$ cat src/rtl/seg_pkg.sv
// Shared seven-segment definitions: active-low hex glyph patterns and the
// scan-capture FSM state type.
package seg_pkg;

  localparam logic [6:0] SEG_0     = 7'h40;
  localparam logic [6:0] SEG_1     = 7'h79;
  localparam logic [6:0] SEG_2     = 7'h24;
  localparam logic [6:0] SEG_3     = 7'h30;
  localparam logic [6:0] SEG_4     = 7'h19;
  localparam logic [6:0] SEG_5     = 7'h12;
  localparam logic [6:0] SEG_6     = 7'h02;
  localparam logic [6:0] SEG_7     = 7'h78;
  localparam logic [6:0] SEG_8     = 7'h00;
  localparam logic [6:0] SEG_9     = 7'h10;
  localparam logic [6:0] SEG_A     = 7'h08;
  localparam logic [6:0] SEG_B     = 7'h03;
  localparam logic [6:0] SEG_C     = 7'h46;
  localparam logic [6:0] SEG_D     = 7'h21;
  localparam logic [6:0] SEG_E     = 7'h06;
  localparam logic [6:0] SEG_F     = 7'h0E;
  localparam logic [6:0] SEG_BLANK = 7'h7F;

  // Index n holds the glyph for nibble n.
  localparam logic [15:0][6:0] SEG_HEX = {
    SEG_F, SEG_E, SEG_D, SEG_C, SEG_B, SEG_A, SEG_9, SEG_8,
    SEG_7, SEG_6, SEG_5, SEG_4, SEG_3, SEG_2, SEG_1, SEG_0
  };

  typedef enum logic {
    SEEK = 1'b0,
    HOLD = 1'b1
  } scan_state_e;

endpackage

$ cat src/rtl/seg_pattern_encoder.sv
// Combinational inverse of the hex-to-segment decoder: maps an active-low
// glyph back to its nibble and flags blank or unrecognised patterns.
module seg_pattern_encoder
  import seg_pkg::*;
(
  input  logic [6:0] pattern,
  output logic [3:0] nibble,
  output logic       blank,
  output logic       unrec
);

  always_comb begin
    nibble = 4'h0;
    blank  = 1'b0;
    unrec  = 1'b1;
    if (pattern == SEG_BLANK) begin
      blank = 1'b1;
      unrec = 1'b0;
    end else begin
      for (int i = 0; i < 16; i++) begin
        if (pattern == SEG_HEX[i]) begin
          nibble = 4'(i);
          unrec  = 1'b0;
        end
      end
    end
  end

endmodule

$ cat src/rtl/seg_scan_capture.sv
// Multiplexed seven-segment bus monitor: captures one nibble per digit once
// its dwell is stable and publishes a full frame when all digits are seen.
//
// state | meaning
// SEEK  | waiting for a stable dwell with a valid digit select
// HOLD  | digit committed; waiting for the bus to change
module seg_scan_capture
  import seg_pkg::*;
#(
  parameter int DIGITS        = 6,
  parameter int STABLE_CYCLES = 4
) (
  input  logic                  clk,
  input  logic                  rst,
  input  logic [DIGITS-1:0]     seg_sel,
  input  logic [6:0]            seg_data,
  output logic [4*DIGITS-1:0]   frame_data,
  output logic [DIGITS-1:0]     frame_blank,
  output logic                  frame_err,
  output logic                  frame_valid,
  output logic                  digit_commit
);

  localparam int IDX_W = (DIGITS > 1) ? $clog2(DIGITS) : 1;
  localparam int CNT_W = $clog2(STABLE_CYCLES + 1);

  logic [DIGITS-1:0] samp_sel;
  logic [6:0]        samp_data;
  logic [CNT_W-1:0]  cnt;
  logic              in_diff;
  logic              cnt_full;

  logic [DIGITS-1:0] sel_low;
  logic              sel_valid;
  logic [IDX_W-1:0]  sel_idx;

  logic [3:0]        enc_nibble;
  logic              enc_blank;
  logic              enc_unrec;

  scan_state_e       state_q;
  scan_state_e       state_d;
  logic              commit;

  logic [DIGITS-1:0][3:0] slots;
  logic [DIGITS-1:0][3:0] slots_d;
  logic [DIGITS-1:0]      seen;
  logic [DIGITS-1:0]      seen_d;
  logic [DIGITS-1:0]      blank_acc;
  logic [DIGITS-1:0]      blank_acc_d;
  logic                   err_acc;
  logic                   err_acc_d;
  logic                   frame_done;

  assign in_diff  = (seg_sel != samp_sel) || (seg_data != samp_data);
  assign cnt_full = (cnt == CNT_W'(STABLE_CYCLES));

  always_ff @(posedge clk) begin
    if (rst) begin
      samp_sel  <= '0;
      samp_data <= '0;
      cnt       <= '0;
    end else if (in_diff) begin
      samp_sel  <= seg_sel;
      samp_data <= seg_data;
      cnt       <= CNT_W'(1);
    end else if (!cnt_full) begin
      cnt <= cnt + CNT_W'(1);
    end
  end

  // Valid select has exactly one low bit: a non-zero power of two once inverted.
  assign sel_low   = ~samp_sel;
  assign sel_valid = (sel_low != '0) && ((sel_low & (sel_low - DIGITS'(1))) == '0);

  always_comb begin
    sel_idx = '0;
    for (int i = 0; i < DIGITS; i++) begin
      if (!samp_sel[i]) sel_idx = IDX_W'(i);
    end
  end

  seg_pattern_encoder u_enc (
    .pattern (samp_data),
    .nibble  (enc_nibble),
    .blank   (enc_blank),
    .unrec   (enc_unrec)
  );

  always_ff @(posedge clk) begin
    if (rst) state_q <= SEEK;
    else     state_q <= state_d;
  end

  always_comb begin
    state_d = state_q;
    unique case (state_q)
      SEEK: if (cnt_full && sel_valid) state_d = HOLD;
      HOLD: if (in_diff)               state_d = SEEK;
      default:                         state_d = SEEK;
    endcase
  end

  always_comb begin
    commit = (state_q == SEEK) && cnt_full && sel_valid;
  end

  assign frame_done = &seen;

  // A commit landing on the frame-completion edge starts the next frame.
  always_comb begin
    slots_d     = slots;
    seen_d      = frame_done ? '0   : seen;
    blank_acc_d = frame_done ? '0   : blank_acc;
    err_acc_d   = frame_done ? 1'b0 : err_acc;
    if (commit) begin
      slots_d[sel_idx]     = enc_nibble;
      seen_d[sel_idx]      = 1'b1;
      blank_acc_d[sel_idx] = enc_blank;
      err_acc_d            = err_acc_d | enc_unrec;
    end
  end

  always_ff @(posedge clk) begin
    if (rst) begin
      slots        <= '0;
      seen         <= '0;
      blank_acc    <= '0;
      err_acc      <= 1'b0;
      digit_commit <= 1'b0;
      frame_valid  <= 1'b0;
      frame_data   <= '0;
      frame_blank  <= '0;
      frame_err    <= 1'b0;
    end else begin
      slots        <= slots_d;
      seen         <= seen_d;
      blank_acc    <= blank_acc_d;
      err_acc      <= err_acc_d;
      digit_commit <= commit;
      frame_valid  <= frame_done;
      if (frame_done) begin
        frame_data  <= slots;
        frame_blank <= blank_acc;
        frame_err   <= err_acc;
      end
    end
  end

endmodule

$ cat config.mk
export PLATFORM = sky130hd
export DESIGN_NAME = seg_scan_capture
export DESIGN_NICKNAME = d
export VERILOG_FILES = /design/src/rtl/seg_pkg.sv /design/src/rtl/seg_pattern_encoder.sv /design/src/rtl/seg_scan_capture.sv
export SDC_FILE = /design/constraint.sdc
export NUM_CORES = 1
export LEC_CHECK = 0
export ABC_CLOCK_PERIOD_IN_PS = 2900
export CORE_ASPECT_RATIO = 0.75
export CORE_MARGIN = 1
export CORE_UTILIZATION = 55
export CTS_CLUSTER_SIZE = 40
export DETAILED_ROUTE_END_ITERATION = 16
export PLACE_DENSITY = 0.8
export SYNTH_ARGS = -nofsm -noshare
export SYNTH_HDL_FRONTEND = slang
export SYNTH_SLANG_ARGS = --single-unit
$ cat constraint.sdc
create_clock -name clk -period 2.9 [get_ports clk]
set_input_delay 0.58 -clock clk [delete_from_list [all_inputs] [get_ports clk]]
set_output_delay 0.58 -clock clk [all_outputs]
set_load 0.1 [all_outputs]
==> results of run 1 <==
-- critical path, stage by stage, from the launching register on --
cell	delay, ns
dfxtp_1	0.63
nor4bb_1	0.42
a22oi_2	0.12
o211ai_2	0.41
nand4bb_1	0.23
o31ai_1	0.08
-- registers in the layout, indices dropped and copies added (netlist names) --
name and cells:
seen 6, blank_acc 6, frame_data 24, frame_err 1
digit_commit 1, frame_blank 6, samp_data 7, frame_valid 1
state_q 1, slots 24, cnt 3, samp_sel 6
err_acc 1
-- per-stage QoR --
| step | cell area (sq um) | utilization [%] | hold slack, ns | std cells |
|---|---|---|---|---|
| CTS | 4250 | 66.5 | 0.457 | 544 |
| global route | 4250 | 66.5 | 0.470 | 544 |
| detailed placement | 4050 | 63.5 | 0.444 | 529 |
| floorplan | 3670 | - | 0.429 | 425 |
| global placement | 4050 | 63.5 | 0.439 | 529 |
| finish | 4250 | 66.5 | 0.452 | 544 |
-- power by group through the flow --
stage               logic [W]  clock network [W]  registers [W]
floorplan            0.000105                  0        0.00124
global placement     0.000123                  0        0.00126
detailed placement   0.000125                  0        0.00126
CTS                  0.000125           0.000857        0.00123
global route         0.000138           0.000910        0.00124
finish               0.000126           0.000838        0.00123
-- per-layer routing --
metal	track usage, %	vias up	part of all wire [%]
met2	37.4	84	45
met3	5.94	9	6.1
met1	35.1	1387	48
met4	8.33	0	0.92
met5	0	-	0
li1	-	1523	-
-- kinds of logic after synthesis --
kind of cell	after synthesis	share of synthesized area, %
AND/OR/NAND/NOR	185	25.6
AO/OA/AOI/OAI	91	15.2
flip-flops	87	47.5
buffers and inverters	34	4.50
XOR/XNOR	17	4.06
multiplexers	8	2.18
adder cells (fa/ha/maj)	3	0.955
-- final timing paths --
check / endpoint / slack [ns]
worst max-delay path: err_acc$_SDFF_PP0_ / 0.88
worst min-delay path: frame_data[22]$_SDFFE_PP0P_ / 0.45
worst max register to register: err_acc$_SDFF_PP0_ / 0.88
worst min register to register: frame_data[22]$_SDFFE_PP0P_ / 0.45
-- area by class of cell --
class,instances,area (sq um),area share [%]
inverter,5,18.8,0.442
timing repair buffer,52,420,9.90
clock buffer,10,138,3.24
tap,81,101,2.39
sequential,87,1740,41.0
clock inverter,5,58.8,1.38
multi-input combinational,304,1770,41.6
-- layout by cell type (no fill, tap or decap), types with 6 or more instances in the layout --
cell type and count:
nor3_1 6, buf_4 38, nand3_1 11, mux2i_1 8, clkdlybuf4s50_1 13, a21oi_1 55, nor2b_1 13, dfxtp_1 87
clkbuf_8 10, xor2_1 7, o21ai_0 9, nand4_1 6, nand2_1 86, nor2_1 25, xnor2_1 10
==> metrics.yaml, run 1 <==
synth_area_sq_um: 3670
pwr_density_cell_nw_per_um2: 517
status: "complete, no violations"
wl_mm: 7.92
worst_clock_skew_ns: 0.00617
cts_buffer_depth: 2
ys_top_cells_by_count: "dfxtp_1, nand2_1, a21oi_1"
syn_nets: 442
cts_tree: "done"
ioPinCount: 48
synth_edf_count: 0
p_leak_nw: 1.48
ir_worst_vdd_uv: 261
firstDrtPassIters: 5
p_switching_w: 0.000521
hpwlAfterDp_mm: 5.43
dominantRegCellSynth: "dfxtp_1"
grt_use_total_pct: 24.9
r2r.worst_path.cells: 5
core_area_sq_um: 6380
htreeDepth: 3
worst_slack_ns: 0.879
die_h_microns: 72.7
combinationalPowerShare_pct: 5.7
dieArea_sq_um: 7010
post-route-period-util_pct: 69.7
synth-seq-cells: 87
finalCriticalPeriod_ns: 2.02
ys_warn_count: 0
nFillCells: 517
drv_slew: 0
total_power_w: 0.00220
maxCapViolations: 0
rsz0062_at_grt: "no"
start_util_pct: 57.5
synth.most_common_cell: "dfxtp_1"
syn_area_per_cell_sq_um: 8.63
via_per_inst: 5.52
antenna_cells: 0
hp-class: "reg -> reg"
cp-startpoint: "samp_data[5]$_SDFFE_PP0N_"
antenna_found_initial: 0
yosys-top-cells-area: "dfxtp_1, nand2_1, a21oi_1"
yosys.area.top_type: "dfxtp_1"
hold_viol: 0
synthArstFlopShare_pct: 0
post_synth_num_cell_types: 54
clock.fmax_mhz: 495
hp-start: "slots[22]$_SDFFE_PP0P_"
cp.arrival_ns: 2.24
criticalPathCategory: "reg -> reg"
row_count: 25
setup_tns_ns: 0
start_kind: "flip-flop"
path_clk_slew_ns: 0.08
synth-seq-area-share_pct: 47.5
numCtsBuffers: 9
ctsHoldBuffers: 0
drc: 0
p_int_w: 0.00168
syn_to_final_growth_pct: 15.7
required_ns: 3.12
place_ws_ns: 0.674
synth_top_area_share_pct: 47.5
insertion_delay_ns: 0.36
grt_pass1_vias: 2709
nets: 476
grt_max_degree: 62
seqPwrFrac_pct: 56.1
relSlewSlack_pct: 26.5
grt_first_pass_wirelength_mm: 13.3
overflow: 0
hold_depth: 2
place_congestion: 0.825
cp_max_fo: 14
drt_iter0_drc: 211
avgRoutedWirePerCell_microns: 14.6
clockPowerShare_pct: 38.1
cts_resized: 0
postCtsSetupRepairBufs: 0
synth_cells: 425
drive_gt1_share_pct: 16.8
cts_num_sinks: 87
worstReg2RegStart: "samp_data[5]$_SDFFE_PP0N_"
drtAntennaViolNets: 0
clockRootBuffer: "clkbuf_8"
crit_path_end_kind: "flip-flop"
port_buffers: 47
vias: 3003
swShare_pct: 23.7
tightest_slew_ns: 1.10
setup_violations: 0
die_x_microns: 96.3
Power figures use the tool's default switching activity.
==> run 2: changes to the inputs <==
ABC_CLOCK_PERIOD_IN_PS = 1650   (was 2900)
CORE_UTILIZATION = 49   (was 55)
PLACE_DENSITY = 0.75   (was 0.8)
clock period = 1.65 ns   (was 2.9 ns; I/O delays follow)
==> run 2 against run 1 <==
Flip-flop and latch count stayed put. Via count is 14% higher. Hold slack worse by 0.12 ns. The run now ends with setup timing left. Critical endpoint is now blank_acc[1]$_SDFF_PP0_. Final cell count is 14% higher. Sequential power is 75% higher. Setup slack worse by 0.91 ns. Non-clock buffer count is 56 higher. Global-route usage is 0.92 points higher. Power is 98% higher. Core utilization is 10 points higher. Register-to-register slack worse by 0.91 ns. Combinational power grew to 3.0 times the previous value.
==> metrics.yaml, run 2 (synthesis gave the netlist of run 1 again) <==
status: "finished with violations"
violations: "setup timing"
firstDrtPassIters: 5  # unchanged
die_x_microns: 102  # +5.8%
relSlewSlack_pct: 69.0  # +42 points
finalCriticalPeriod_ns: 1.69  # -0.335 ns
fin_area_sq_um: 5390  # +27%
maxCapViolations: 0  # unchanged
clockRootBuffer: "clkbuf_8"
antenna_found_initial: 0  # unchanged
criticalPathCategory: "reg -> reg"
reg_top3: "frame_data x24, slots x24, samp_data x7"
pwr_density_cell_nw_per_um2: 808  # +56%
seqPwrFrac_pct: 49.3  # -6.8 points
drc: 0  # unchanged
nFillCells: 462  # -11%
tightest_slew_ns: 0.464  # -0.638 ns
syn_to_final_growth_pct: 46.7
drt_iter0_drc: 273  # +29%
worst_clock_skew_ns: 0.0133  # +0.00715 ns
crit_path_end_kind: "flip-flop"
grt_first_pass_wirelength_mm: 15.5  # +17%
dpl_cell_area_sq_um: 4870  # +20%
via_per_inst: 5.52  # about the same
cp_max_fo: 5  # -9
vias: 3412  # +14%
cp-startpoint: "cnt[1]$_SDFFE_PP0P_"
setup_violations: 4  # +4
htreeDepth: 3  # unchanged
p_leak_nw: 1.95  # +32%
antenna_cells: 0  # unchanged
post-route-period-util_pct: 102  # +32 points
ioPinCount: 48  # unchanged
start_kind: "flip-flop"
rsz0062_at_grt: "yes"
hold_viol: 0  # unchanged
place_congestion: 0.848  # +2.9%
cts_tree: "done"
ir_worst_vdd_uv: 615  # +140%
drtAntennaViolNets: 0  # unchanged
grt_max_degree: 79  # +27%
worstReg2RegStart: "cnt[1]$_SDFFE_PP0P_"
drv_slew: 0  # unchanged
overflow: 0  # unchanged
insertion_delay_ns: 0.36  # about the same
wl_mm: 9.91  # +25%
cts_buffer_depth: 2  # unchanged
grt_use_total_pct: 25.8  # +0.92 points
cts_num_sinks: 87  # unchanged
grt_pass1_vias: 3175  # +17%
total_power_w: 0.00435  # +98%
layout_common_cells: "nand2_1, dfxtp_1, buf_4"
nets: 532  # +12%
row_count: 26  # +4.0%
avgRoutedWirePerCell_microns: 16.0  # +10%
combinationalPowerShare_pct: 8.7  # +3.0 points
worst_slack_ns: -0.0354  # -0.915 ns
layout_commonest_cell: "nand2_1"
core_area_sq_um: 7030  # +10%
die_h_microns: 76.9  # +5.8%
cp.arrival_ns: 1.93  # -0.31 ns
drive_gt1_share_pct: 32.5  # +16 points
clockPowerShare_pct: 41.9  # +3.8 points
hpwlAfterDp_mm: 6.63  # +22%
multi_input_area_sq_um: 1940  # +9.7%
required_ns: 1.89  # -1.23 ns
dieArea_sq_um: 7840  # +12%
swShare_pct: 23.6  # -0.071 points
final_cells: 618  # +14%
p_switching_w: 0.00103  # +98%
dp_cells: 596  # +13%
hp-start: "seg_data[5]"
port_buffers: 47  # unchanged
p_int_w: 0.00333  # +98%
start_util_pct: 52.2  # -5.3 points
seq_area_sq_um: 1760  # +1.0%
hp-class: "in -> reg"
path_clk_slew_ns: 0.09  # about the same
clock.fmax_mhz: 593  # +20%
numCtsBuffers: 9  # unchanged
final_util_pct: 76.6  # +10 points
run 2: cell count changes in the layout (fill, tap and decap cells not counted), moves of 3 or more:
cell / change
buf_4: +17
buf_12: +35
a21oi_2: +3
a21oi_1: -3
inv_6: +3
dfxtp_2: +8
o21ai_0: -4
dfxtp_1: -10
buf_6: +4
run 2: path summary, 6_finish.rpt:
check	to	slack, ns	cells past startpoint
worst max register to register	blank_acc[1]$_SDFF_PP0_	-0.04	7
worst min register to register	frame_data[14]$_SDFFE_PP0P_	0.46	2
worst max-delay path	blank_acc[1]$_SDFF_PP0_	-0.04	7
worst min-delay path	samp_data[5]$_SDFFE_PP0N_	0.34	2
run 2: critical path, stage by stage, from the launching register on:
cell     delay (ns)
dfxtp_2        0.33
inv_2          0.06
ha_4           0.14
and3b_2        0.24
nand2_4        0.08
or4_4          0.54
nand3_2        0.11
a21oi_1        0.06
run 2: area by class of cell:
cell class	count	share of cell area (%)
clock buffers	9	2.30
clock inverters	7	2.32
inverters	5	0.349
repair buffers	108	24.1
flip-flops and latches	87	32.7
multi-input cells	304	36.0
well taps	98	2.28
run 2: repair_timing:
item / CTS / global route
hold buffers: 0 / 0
pin swaps: 5 / 9
gates resized for setup: 23 / 29
setup endpoints to repair: 31 / 36
buffers inserted: 2 / 4
endpoints found under the hold margin: 0 / 0
run 2: power by group through the flow:
stage	logic [W]	clock network, W	registers, W
final	0.000380	0.00183	0.00215
after global routing	0.000404	0.00193	0.00215
after CTS	0.000333	0.00185	0.00215
after detailed placement	0.000317	0	0.00219
after global placement	0.000311	0	0.00219
after floorplan	0.000185	0	0.00218
run 2: stage by stage:
| stage | setup TNS, ns | hold WS (ns) | setup WS (ns) |
|---|---|---|---|
| 3_3_place_gp | -0.909 | 0.443 | -0.189 |
| 6_report | -0.0988 | 0.336 | -0.0354 |
| 4_1_cts | -0.118 | 0.457 | -0.0485 |
| 2_1_floorplan | 0 | 0.429 | 0.0204 |
| 5_1_grt | -1.26 | 0.344 | -0.113 |
| 3_5_place_dp | -2.48 | 0.445 | -0.335 |
run 2: metal layers:
metal	routed length, microns	part of all wire, %	track usage, %	vias to the layer above
met5	0	0	0	-
met4	245	2.5	9.14	0
met3	598	6.0	5.56	24
met2	4560	46	41.3	127
met1	4510	45	34.1	1625
li1	-	-	-	1636
